`src/rtl/alu_seq.sv`:
```
// Registered EX-stage ALU: single-cycle logic/arith ops plus iterative shift-add multiply
// and restoring divide/modulo, each taking WIDTH cycles before the DONE cycle.
module alu_seq #(
    parameter int WIDTH = 32
) (
    input  logic             clock,
    input  logic             reset,
    input  logic             start,
    input  logic [WIDTH-1:0] data1,
    input  logic [WIDTH-1:0] data2,
    input  logic [5:0]       operation,
    input  logic [1:0]       ALUOp,
    output logic             busy,
    output logic             done,
    output logic [WIDTH-1:0] aluResult,
    output logic             zero
);

    localparam int CNT_W = $clog2(WIDTH) + 1;
    localparam logic [CNT_W-1:0] LastCnt = CNT_W'(WIDTH - 1);

    typedef enum logic [1:0] {StIdle, StMul, StDiv, StDone} state_e;

    state_e           state_q;
    logic [CNT_W-1:0] cnt_q;
    logic [WIDTH-1:0] acc_q;   // product accumulator / partial remainder
    logic [WIDTH-1:0] opa_q;   // shifting multiplicand / dividend-then-quotient
    logic [WIDTH-1:0] opb_q;   // shifting multiplier / divisor
    logic             mod_q;
    logic             zf_q;
    logic             busy_q, done_q, zero_q;
    logic [WIDTH-1:0] res_q;

    logic [WIDTH-1:0] single_res;
    logic             zero_in, is_mul, is_div;
    logic [WIDTH-1:0] mul_acc_d;
    logic [WIDTH:0]   rem_sh, rem_diff;
    logic [WIDTH-1:0] rem_d, quo_d;

    always_comb begin
        single_res = '0;
        if (ALUOp[0]) begin
            single_res = data2;
        end else begin
            case (operation)
                6'b000000: single_res = data1;
                6'b000001: single_res = data1 + data2;
                6'b000010: single_res = data1 - data2;
                6'b000011: single_res = data1 & data2;
                6'b000100: single_res = data1 | data2;
                6'b000101: single_res = data1 ^ data2;
                6'b000110: single_res = ~data1;
                6'b000111: single_res = data1 << data2;
                6'b001000: single_res = data1 >> data2;
                default:   single_res = '0;
            endcase
        end
        zero_in = ((data1 - data2) == '0) ^ (ALUOp == 2'b10);
        is_mul  = !ALUOp[0] && (operation == 6'b001001);
        is_div  = !ALUOp[0] && (operation == 6'b001010 || operation == 6'b001011);
    end

    always_comb begin
        mul_acc_d = opb_q[0] ? acc_q + opa_q : acc_q;
        // Restoring step: shift next dividend bit into the remainder, keep the
        // difference only if it did not go negative.
        rem_sh    = {acc_q, opa_q[WIDTH-1]};
        rem_diff  = rem_sh - {1'b0, opb_q};
        if (!rem_diff[WIDTH]) begin
            rem_d = rem_diff[WIDTH-1:0];
            quo_d = {opa_q[WIDTH-2:0], 1'b1};
        end else begin
            rem_d = rem_sh[WIDTH-1:0];
            quo_d = {opa_q[WIDTH-2:0], 1'b0};
        end
    end

    always_ff @(posedge clock) begin
        if (reset) begin
            state_q <= StIdle;
            cnt_q   <= '0;
            acc_q   <= '0;
            opa_q   <= '0;
            opb_q   <= '0;
            mod_q   <= 1'b0;
            zf_q    <= 1'b0;
            busy_q  <= 1'b0;
            done_q  <= 1'b0;
            zero_q  <= 1'b0;
            res_q   <= '0;
        end else begin
            case (state_q)
                StIdle: begin
                    done_q <= 1'b0;
                    if (start) begin
                        busy_q <= 1'b1;
                        zf_q   <= zero_in;
                        mod_q  <= operation[0];
                        cnt_q  <= '0;
                        acc_q  <= '0;
                        opa_q  <= data1;
                        opb_q  <= data2;
                        if (is_mul) begin
                            state_q <= StMul;
                        end else if (is_div) begin
                            state_q <= StDiv;
                        end else begin
                            state_q <= StDone;
                            done_q  <= 1'b1;
                            res_q   <= single_res;
                            zero_q  <= zero_in;
                        end
                    end
                end
                StMul: begin
                    acc_q <= mul_acc_d;
                    opa_q <= opa_q << 1;
                    opb_q <= opb_q >> 1;
                    cnt_q <= cnt_q + 1'b1;
                    if (cnt_q == LastCnt) begin
                        state_q <= StDone;
                        done_q  <= 1'b1;
                        res_q   <= mul_acc_d;
                        zero_q  <= zf_q;
                    end
                end
                StDiv: begin
                    acc_q <= rem_d;
                    opa_q <= quo_d;
                    cnt_q <= cnt_q + 1'b1;
                    if (cnt_q == LastCnt) begin
                        state_q <= StDone;
                        done_q  <= 1'b1;
                        res_q   <= mod_q ? rem_d : quo_d;
                        zero_q  <= zf_q;
                    end
                end
                StDone: begin
                    done_q  <= 1'b0;
                    busy_q  <= 1'b0;
                    state_q <= StIdle;
                end
                default: state_q <= StIdle;
            endcase
        end
    end

    assign busy      = busy_q;
    assign done      = done_q;
    assign aluResult = res_q;
    assign zero      = zero_q;

endmodule

```
`config.mk`:
```
export PLATFORM = sky130hd
export DESIGN_NAME = alu_seq
export DESIGN_NICKNAME = d
export VERILOG_FILES = /design/src/rtl/alu_seq.sv
export SDC_FILE = /design/constraint.sdc
export NUM_CORES = 1
export LEC_CHECK = 0
export BUFFER_PORTS_ARGS = -buffer_cell sky130_fd_sc_hd__buf_4
export CAP_MARGIN = 20
export CORE_UTILIZATION = 30
export DETAILED_ROUTE_END_ITERATION = 7
export GPL_ROUTABILITY_DRIVEN = 0
export PLACE_DENSITY = 0.48
export SLEW_MARGIN = 10
export SYNTH_ARGS = -nofsm -noshare
export SYNTH_HDL_FRONTEND = slang
export SYNTH_SLANG_ARGS = --single-unit
```
`constraint.sdc`:
```
create_clock -name clock -period 6.8 [get_ports clock]
set_input_delay 0.34 -clock clock [delete_from_list [all_inputs] [get_ports clock]]
set_output_delay 0.34 -clock clock [all_outputs]
set_load 0.005 [all_outputs]
```
# Word level (Yosys, flattened, before mapping)

Index checks and enable logic that the tools add are counted.

Reductions and logical operators: 20
Equality and inequality tests: 22
Bitwise operators: 5
Multiplexer cells: 37
Add/sub/neg operators: 5
Shift-type cells: 2

Operators by type and width:

| operator                                                               | count |
|---|---|
| 32-bit 2-to-1 mux                                                      | 12 |
| 32-bit case mux with 3 select lines                                    | 3 |
| 32-bit case mux with 9 select lines                                    | 1 |
| 32-bit adder                                                           | 2 |
| 32-bit case mux with 2 select lines                                    | 1 |
| 33-bit by 32-bit subtractor with 33-bit output                         | 1 |
| 32-bit bitwise AND                                                     | 1 |
| 32-bit zero test                                                       | 1 |
| 32-bit NOT                                                             | 1 |
| 32-bit OR                                                              | 1 |
| 32-bit by 32-bit << shifter with 32-bit output                         | 1 |
| 32-bit by 32-bit >> shifter with 32-bit output                         | 1 |
| 32-bit subtractor                                                      | 1 |
| 32-bit bitwise XOR                                                     | 1 |
| 6-bit by 3-bit equality test with 1-bit output (second input constant) | 4 |
| 6-bit by 4-bit equality test with 1-bit output (second input constant) | 4 |
| 6-bit by 2-bit equality test with 1-bit output (second input constant) | 2 |
| 6-bit case mux with 2 select lines                                     | 1 |
| 2-bit AND reduction                                                    | 6 |
| 1-bit 2-to-1 mux                                                       | 11 |
| 2-bit != test (second input constant)                                  | 5 |
| 6-bit by 1-bit adder with 6-bit output (second input constant)         | 1 |
| 2-bit equality test (second input constant)                            | 3 |
| 6-bit by 1-bit equality test with 1-bit output (second input constant) | 1 |
| 19 further kinds                                                       | 25 |

Register bits: 141

# Depth between registers and ports, before layout

Gate-level depths: netlist of run 1.

Depth after elaboration: 7
Mapped depth: 17
Mapped depth without buffers: 15

# Worst setup path before layout of run 1

OpenSTA, ideal clock, no wires.

Kind: input to register
From: input port data2[1]
To: register zero_q, in the netlist zero
Setup slack: 2.327 ns
Buffers on the path: 3
Stages on the path: 16
Arrival: 4.341 ns
Required time: 6.668 ns
Cell sequence: clkbuf_1 clkinv_1 clkbuf_1 clkbuf_1 fa_1 nor2b_1 o21a_1 o311a_1 or4b_1 a211oi_1 nand4_1 a2111oi_4 nand4_2 nor4_4 mux2i_1 nor4_2

Longest elaborated chain between the ends: 7

RTL lines:

| what                               | RTL line | RTL |
|---|---|---|
| start, declared                    | 10       | `input logic [WIDTH-1:0] data2,` |
| 32-bit subtractor                  | 58       | `zero_in = ((data1 - data2) == '0) ^ (ALUOp == 2'b10);` |
| 32-bit zero test                   | 58       |  |
| 1-bit bitwise XOR                  | 58       |  |
| 1-bit 2-to-1 mux                   | 105      | `end else if (is_div) begin` |
| 1-bit 2-to-1 mux                   | 103      | `if (is_mul) begin` |
| 1-bit 2-to-1 mux                   | 95       | `if (start) begin` |
| 1-bit case mux with 2 select lines | 92       | `case (state_q)` |
| end signal, assigned               | 111      | `zero_q <= zero_in;` |
| end signal, assigned               | 124      | `zero_q <= zf_q;` |
| end signal, assigned               | 135      | `zero_q <= zf_q;` |
| end, declared                      | 31       | `logic busy_q, done_q, zero_q;` |

No other way between the ends. The select of a mux whose other input is x is not followed.
A chain may end at the register's enable or synchronous reset.

# Worst setup path in the final report of run 1

From: register opa_q[31]
To: register res_q[6], in the netlist aluResult[6]

Longest elaborated chain between the ends: 5

RTL lines:

| what                                           | RTL line | RTL |
|---|---|---|
| start, declared                                | 27       | `logic [WIDTH-1:0] opa_q;` |
| start signal, assigned                         | 101      | `opa_q <= data1;` |
| start signal, assigned                         | 117      | `opa_q <= opa_q << 1;` |
| start signal, assigned                         | 129      | `opa_q <= quo_d;` |
| 33-bit by 32-bit subtractor with 33-bit output | 68       | `rem_diff = rem_sh - {1'b0, opb_q};` |
| 32-bit 2-to-1 mux                              | 69       | `if (!rem_diff[WIDTH]) begin` |
| 32-bit 2-to-1 mux                              | 134      | `res_q <= mod_q ? rem_d : quo_d;` |
| 32-bit 2-to-1 mux                              | 131      | `if (cnt_q == LastCnt) begin` |
| 32-bit case mux with 3 select lines            | 92       |  |
| end signal, assigned                           | 110      | `res_q <= single_res;` |
| end signal, assigned                           | 123      | `res_q <= mul_acc_d;` |
| end signal, assigned                           | 134      |  |
| end, declared                                  | 32       | `logic [WIDTH-1:0] res_q;` |

No other way between the ends. The select of a mux whose other input is x is not followed.

==> flow_summary_export.csv, run 1 <==
group,metric,value,unit
die,die_h,263,microns
clocking,cts_buffers,17,
worst_setup_path,crit_path_cell_trace,"inv_1, ha_1, inv_1, fa_1, a211oi_1, o21ai_0, nand4_1, o2111ai_1, a31oi_1, o21ai_2, xor2_4, buf_4, mux2i_1, a21oi_1, a21oi_1, o21ai_0",
clocking,clockBufferDepth,2,
run,maxCapViolations,0,
min_path,hp-class,"in -> reg",
timing,hold_viol_final,0,
die,num_rows,95,
finish,final_common_cell,"nand2_1",
finish,mostFrequentLayoutCells,"nand2_1 (289), nor2_1 (258), a21oi_1 (248), o21ai_0 (220), ha_1 (172)",
worst_setup_path,critPathCaptureType,"flop",
synth,synthCells,2873,
clocking,cts_resized,0,
global_route,grt.overflow.total,0,
global_route,grt_max_degree,71,
global_route,grt_pass1_wl,148000,microns
timing,maxSlewViolCount,0,
drt,drtIter0Drc,3274,
clocking,cts_tree,"yes",
power,finalPower,5810,uW
synth,async_flop_share,0,%
drt,vias,23611,
timing,rsz0062_at_grt,"no",
synth,syn_area,20400,sq um
global_route,antenna_found_initial,3,
clocking,root_buffer,"clkbuf_16",
die,start_util,30.4,%
power,power.density,259,nW/um^2
clocking,ctsHtreeMaxLevel,4,
drt,drc,0,
synth,ys_types,93,
power,ir_drop,0.169,mV
finish,final_nets,3058,
power,p_leak,0.00887,uW
synth,syn-num-nets,3126,
worst_setup_path,worstSetupStartpointType,"flop",
placement,dp_hpwl,75800,microns
worst_setup_path,worstSetupPathType,"reg -> reg",
worst_setup_path,cpPeakStageDelay,0.52,ns
placement,io_buffers,109,
synth,ys_seq_area_share,13.8,%
die,die_w,263,microns
drt,dr.pass1.iters,7,
timing,layout_min_cycle_time,5.22,ns
timing,setup_viol,0,
synth,avgSynthCellArea,7.11,sq um
drt,wl_per_cell,27.7,microns
worst_setup_path,cp_max_fo,17,
clocking,path_clk_slew,0.07,ns
worst_setup_path,crit_required,7.12,ns
synth,ys_ff_latch,141,
drt,drt-total-wl,102000,microns
finish,drive_gt1_share,10.5,%
clocking,clkSinkCount,141,
worst_setup_path,critPathArrivalTime,5.54,ns
timing,setup_tns,0,ns
timing,max_freq,192,MHz
die,io_pins,110,
finish,area_growth,9.76,%
timing,relSlewSlack,20.0,%
synth,synth_warnings,0,
die,core_area,67300,sq um
clocking,insertion_delay,0.47,ns
global_route,grt_use_total,28.5,%
worst_setup_path,reg2reg_slack,1.58,ns
clocking,post_cts.repair.setup_buffers,0,
global_route,grt_pass1_vias,21737,
clocking,hold_buffers,0,
status,status,"complete, no violations",
die,die-area,69100,sq um
timing,finalClockSkew,0.0238,ns
timing,fin_crit_sh,76.7,%
drt,via_per_inst,6.40,
synth,synth_edf_count,0,
timing,worst_slew_pin_slew,1.20,ns
drt,ant_nets,0,
synth,synth_ff_type,"dfxtp_1",
worst_setup_path,cp_slowest_cell,"a21oi_1",
==> metal layers <==
| layer | routed length [microns] | track usage [%] | part of all wire, % | vias up |
|---|---|---|---|---|
| li1 | - | - | - | 10537 |
| met1 | 43200 | 39.2 | 42 | 11437 |
| met2 | 42700 | 42.2 | 42 | 1422 |
| met3 | 10600 | 5.56 | 10 | 213 |
| met4 | 5550 | 14.4 | 5.4 | 2 |
| met5 | 13 | 0 | 0.013 | - |
==> worst paths after layout <==
path	startpoint	to	depth (start not counted)
max	opa_q[31]	aluResult[6]	16
min	start	mod_q	3
max reg2reg	opa_q[31]	aluResult[6]	16
min reg2reg	aluResult[10]	aluResult[10]	2
==> layout make-up <==
| class | count | area [sq um] |
|---|---|---|
| inverters | 153 | 574 |
| multi-input cells | 2342 | 16200 |
| diodes | 1 | 2.50 |
| flip-flops and latches | 141 | 2820 |
| fillers | 7270 | 44900 |
| clock buffers | 21 | 460 |
| well taps | 873 | 1090 |
| clock inverters | 11 | 156 |
| repair buffers | 150 | 1130 |
==> synthesized netlist by cell type, drive strengths merged, types with 19 or more instances <==
cell | instances | area (sq um)
o211ai | 33 | 248
a221oi | 73 | 639
a21o | 45 | 338
nand4 | 20 | 131
o21bai | 21 | 158
nor3 | 68 | 340
o22ai | 19 | 119
o2111ai | 22 | 199
a222oi | 19 | 190
dfxtp | 141 | 2820
xnor2 | 54 | 473
buf | 48 | 203
mux2i | 105 | 1050
a31oi | 29 | 181
a221o | 20 | 200
nor4 | 27 | 190
and3 | 31 | 194
a211oi | 85 | 638
and2 | 19 | 119
nor2b | 36 | 225
o21a | 20 | 150
o221ai | 27 | 236
mux4 | 32 | 721
nand2 | 289 | 1080
a21oi | 249 | 1250
xor2 | 27 | 244
nand3 | 64 | 320
clkbuf | 189 | 709
nor2 | 266 | 998
mux2 | 31 | 349
nand2b | 23 | 144
o21ai | 223 | 1120
ha | 174 | 2180
inv | 148 | 556
==> cells by family (layout without fill, tap and decap cells) <==
group	Yosys count	after routing	share of synthesized area, %
compound gates	1010	1010	33.4
xor+xnor	81	81	3.51
fa+ha+maj	178	178	11.1
buf+inv	390	335	7.28
flops	141	141	13.8
mux	168	168	10.4
other cells	0	1	0
simple gates	905	905	20.6
==> flip-flops by register name (all words and copies together), names as in the netlist <==
name and flops:
acc_q 32, zero 1, zf_q 1, opa_q 32, state_q 2, mod_q 1, aluResult 32, cnt_q 6
opb_q 32, done 1, busy 1
==> per-stage QoR <==
stage	instance area [sq um]	hold WS, ns	std cells	utilization (%)	setup WS, ns
2_1_floorplan	20400	0.435	2873	-	2.33
3_3_place_gp	21800	0.440	3659	32.4	1.69
3_5_place_dp	21800	0.437	3659	32.4	1.66
4_1_cts	22400	0.195	3691	33.3	1.66
5_1_grt	22400	0.226	3691	33.3	1.30
6_report	22400	0.216	3692	33.3	1.58
==> worst max-delay path: cells and delay by family, from the launching register on <==
kind | cells | cell delay, ns
AOI/OAI and AO/OA | 8 | 2.47
adders and majority gates | 2 | 0.64
buffers and inverters | 3 | 0.60
xor gates and xnor gates | 1 | 0.50
DFF | 1 | 0.32
muxes | 1 | 0.31
and+or+nand+nor | 1 | 0.21
==> power breakdown <==
part           leakage, uW  switching (uW)  internal, uW
clock             0.000291             442           603
sequential         0.00115             275          1040
combinational      0.00742            2280          1180
Power figures use the tool's default switching activity.
==> run 2: changes to the inputs <==
- ABC_AREA: default -> 1
- clock period: 6.8 -> 5 ns (I/O delays scaled with it)
==> flow_summary_export.csv, run 2 <==
group,metric,value,unit
drt,drt-total-wl,107000,microns
power,p_leak,0.0109,uW
synth,synth_xor_area_share,2.49,%
global_route,grt_use_total,29.4,%
drt,ant_nets,0,
synth,syn_area,21100,sq um
power,netSwitchingPower,5120,uW
finish,area_growth,9.79,%
placement,io_buffers,109,
die,num_rows,96,
global_route,grt.overflow.total,0,
synth,synth_warnings,0,
drt,wl_met3,8290,microns
timing,hold_viol_final,0,
synth,synth_fa_ha_area_share,10.7,%
timing,layout_min_cycle_time,3.72,ns
drt,dr.pass1.iters,6,
synth,yosysTopAreaCellShare,19.4,%
power,finalPower,9000,uW
synth,synth_mux_area_share,0.0474,%
min_path,hp-class,"in -> reg",
synth,synthCells,3793,
die,die-area,71500,sq um
synth,yosys.area_share.simple,38.1,%
clocking,ctsHtreeMaxLevel,4,
clocking,post_cts.repair.setup_buffers,0,
clocking,cts_resized,0,
worst_setup_path,crit_required,5.39,ns
global_route,grt_pass1_wl,157000,microns
synth,ys_ff_latch,141,
finish,drive_gt1_share,7.55,%
die,start_util,30.6,%
finish,postLayoutCoreUtil,33.6,%
timing,worst_slack,1.28,ns
timing,finalClockSkew,0.0239,ns
drt,top_layer_used,"met4",
die,die_w,267,microns
worst_setup_path,critPathCaptureType,"flop",
synth,avgSynthCellArea,5.57,sq um
clocking,insertion_delay,0.47,ns
timing,setup_tns,0,ns
drt,via_per_inst,5.58,
global_route,grt_max_degree,76,
power,p_int,3880,uW
timing,rsz0062_at_grt,"no",
timing,worst_slew_pin_slew,1.26,ns
die,io_pins,110,
synth,syn-num-nets,4046,
status,status,"complete, no violations",
clocking,hold_buffers,0,
synth,synth_edf_count,0,
timing,max_freq,268,MHz
clocking,clockBufferDepth,2,
global_route,grt_pass1_vias,24147,
clocking,cts_buffers,17,
synth,synth_top_family_by_area,"simple AND/OR/NAND/NOR gates",
power,power.share.clock,14.6,%
timing,maxSlewViolCount,0,
placement,dp_hpwl,83300,microns
die,core_area,69100,sq um
power,combinationalPowerShare,64.9,%
worst_setup_path,critPathArrivalTime,4.11,ns
die,die_h,267,microns
synth,netlist_top_cells_area,"nand2_1 (19%), dfxtp_1 (13%), ha_1 (10%), a21oi_1 (8.7%), nand3_1 (8.2%)",
timing,setup_viol,0,
drt,drc,0,
power,p_sw_share,56.9,%
timing,fin_crit_sh,74.5,%
worst_setup_path,worstSetupStartpointType,"flop",
placement,dp_worst_setup_slack,1.30,ns
synth,synth_common_cells,"nand2_1 (1,090), a21oi_1 (366), inv_1 (361)",
finish,final_area,23200,sq um
worst_setup_path,worstSetupPathType,"reg -> reg",
power,p_seq_share,20.5,%
worst_setup_path,cp_max_fo,40,
drt,drtIter0Drc,2648,
synth,ys_seq_area_share,13.4,%
clocking,root_buffer,"clkbuf_16",
drt,met1_length,46500,microns
synth,async_flop_share,0,%
power,ir_drop,0.413,mV
placement,dpl_cell_area,22600,sq um
synth,synth_ff_type,"dfxtp_1",
finish,final_common_cell,"nand2_1",
drt,wl_met2,45900,microns
global_route,antenna_found_initial,1,
synth,synth_most_common_cell,"nand2_1",
synth,synth_compound_area_share,24.5,%
finish,mostFrequentLayoutCells,"nand2_1 (1,090), a21oi_1 (366), inv_1 (358), nand3_1 (347), nor2_1 (318)",
clocking,cts_tree,"yes",
synth,ys_types,60,
power,power.density,388,nW/um^2
drt,vias,26262,
drt,wl_per_cell,22.7,microns
finish,final_nets,4017,
run,maxCapViolations,0,
synth,synth_largest_area_cell,"nand2_1",
clocking,clkSinkCount,141,
clocking,path_clk_slew,0.08,ns
timing,relSlewSlack,15.9,%
run 2: cell count changes after synthesis, moves of 36 or more:
cell	before	now
nor2b_1	36	0
a31oi_1	29	70
inv_1	146	361
nand2_1	289	1090
nor3_1	68	31
xnor2_1	54	12
mux2i_1	105	1
o21ai_1	2	52
a221oi_1	73	11
clkbuf_1	189	121
a211oi_1	85	8
nand3_1	64	348
a21oi_1	248	366
nor2_1	266	322
run 2: power by group through the flow:
stage               Sequential [uW]  Clock (uW)  Combinational (uW)
floorplan                      1680           0                3760
global placement               1870           0                5740
detailed placement             1860           0                5690
CTS                            1830        1330                5720
global route                   1880        1370                6380
finish                         1840        1320                5840
run 2: critical path, stage by stage, from the launching register on:
cell and delay [ns]:
dfxtp_1 0.35, inv_1 0.07, ha_1 0.16, inv_1 0.08, fa_1 0.41, nand3_1 0.10
nand2_1 0.10, nand2_1 0.07, nand2_1 0.11, a21o_1 0.24, nand2_1 0.08, nand2_1 0.10
nand2_1 0.10, nand2_1 0.05, nand2_1 0.11, nand2_4 0.20, inv_4 0.43, nand3_1 0.18
nand3_1 0.11, nand2_1 0.06, a21oi_1 0.34, nand2_1 0.10, a21oi_1 0.12
run 2: routing by layer:
metal | vias to the layer above | global-route usage [%]
met4 | 0 | 16.3
met2 | 1261 | 44.8
met3 | 187 | 3.32
met5 | - | 0
li1 | 12593 | -
met1 | 12221 | 39.9
run 2: final timing paths:
| path | from | to | slack (ns) | cells after the start |
|---|---|---|---|---|
| max reg2reg | opa_q[31] | aluResult[19] | 1.28 | 22 |
| min | data2[19] | opb_q[19] | 0.13 | 3 |
| max | opa_q[31] | aluResult[19] | 1.28 | 22 |
| min reg2reg | aluResult[12] | aluResult[12] | 0.47 | 2 |
run 2: cells by family (layout without fill, tap and decap cells):
group / Yosys count / after routing
xor+xnor: 60 / 60
fa+ha+maj: 178 / 178
simple gates: 1914 / 1914
mux: 1 / 1
buf+inv: 584 / 568
other cells: 0 / 2
flops: 141 / 141
compound gates: 915 / 915
run 2: layout make-up:
| cell class | count | area, sq um |
|---|---|---|
| sequential | 141 | 2820 |
| fill | 8030 | 45900 |
| inverter | 389 | 1460 |
| tap | 931 | 1160 |
| clock inverter | 13 | 130 |
| multi-input combinational | 3068 | 16000 |
| antenna | 2 | 5.00 |
| timing repair buffer | 147 | 1100 |
| clock buffer | 19 | 453 |
run 2: metrics by stage:
step	cells	hold WS, ns
6_report	4710	0.132
5_1_grt	4708	0.130
4_1_cts	4708	0.106
3_5_place_dp	4676	0.459
3_3_place_gp	4674	0.459
2_1_floorplan	3793	0.408
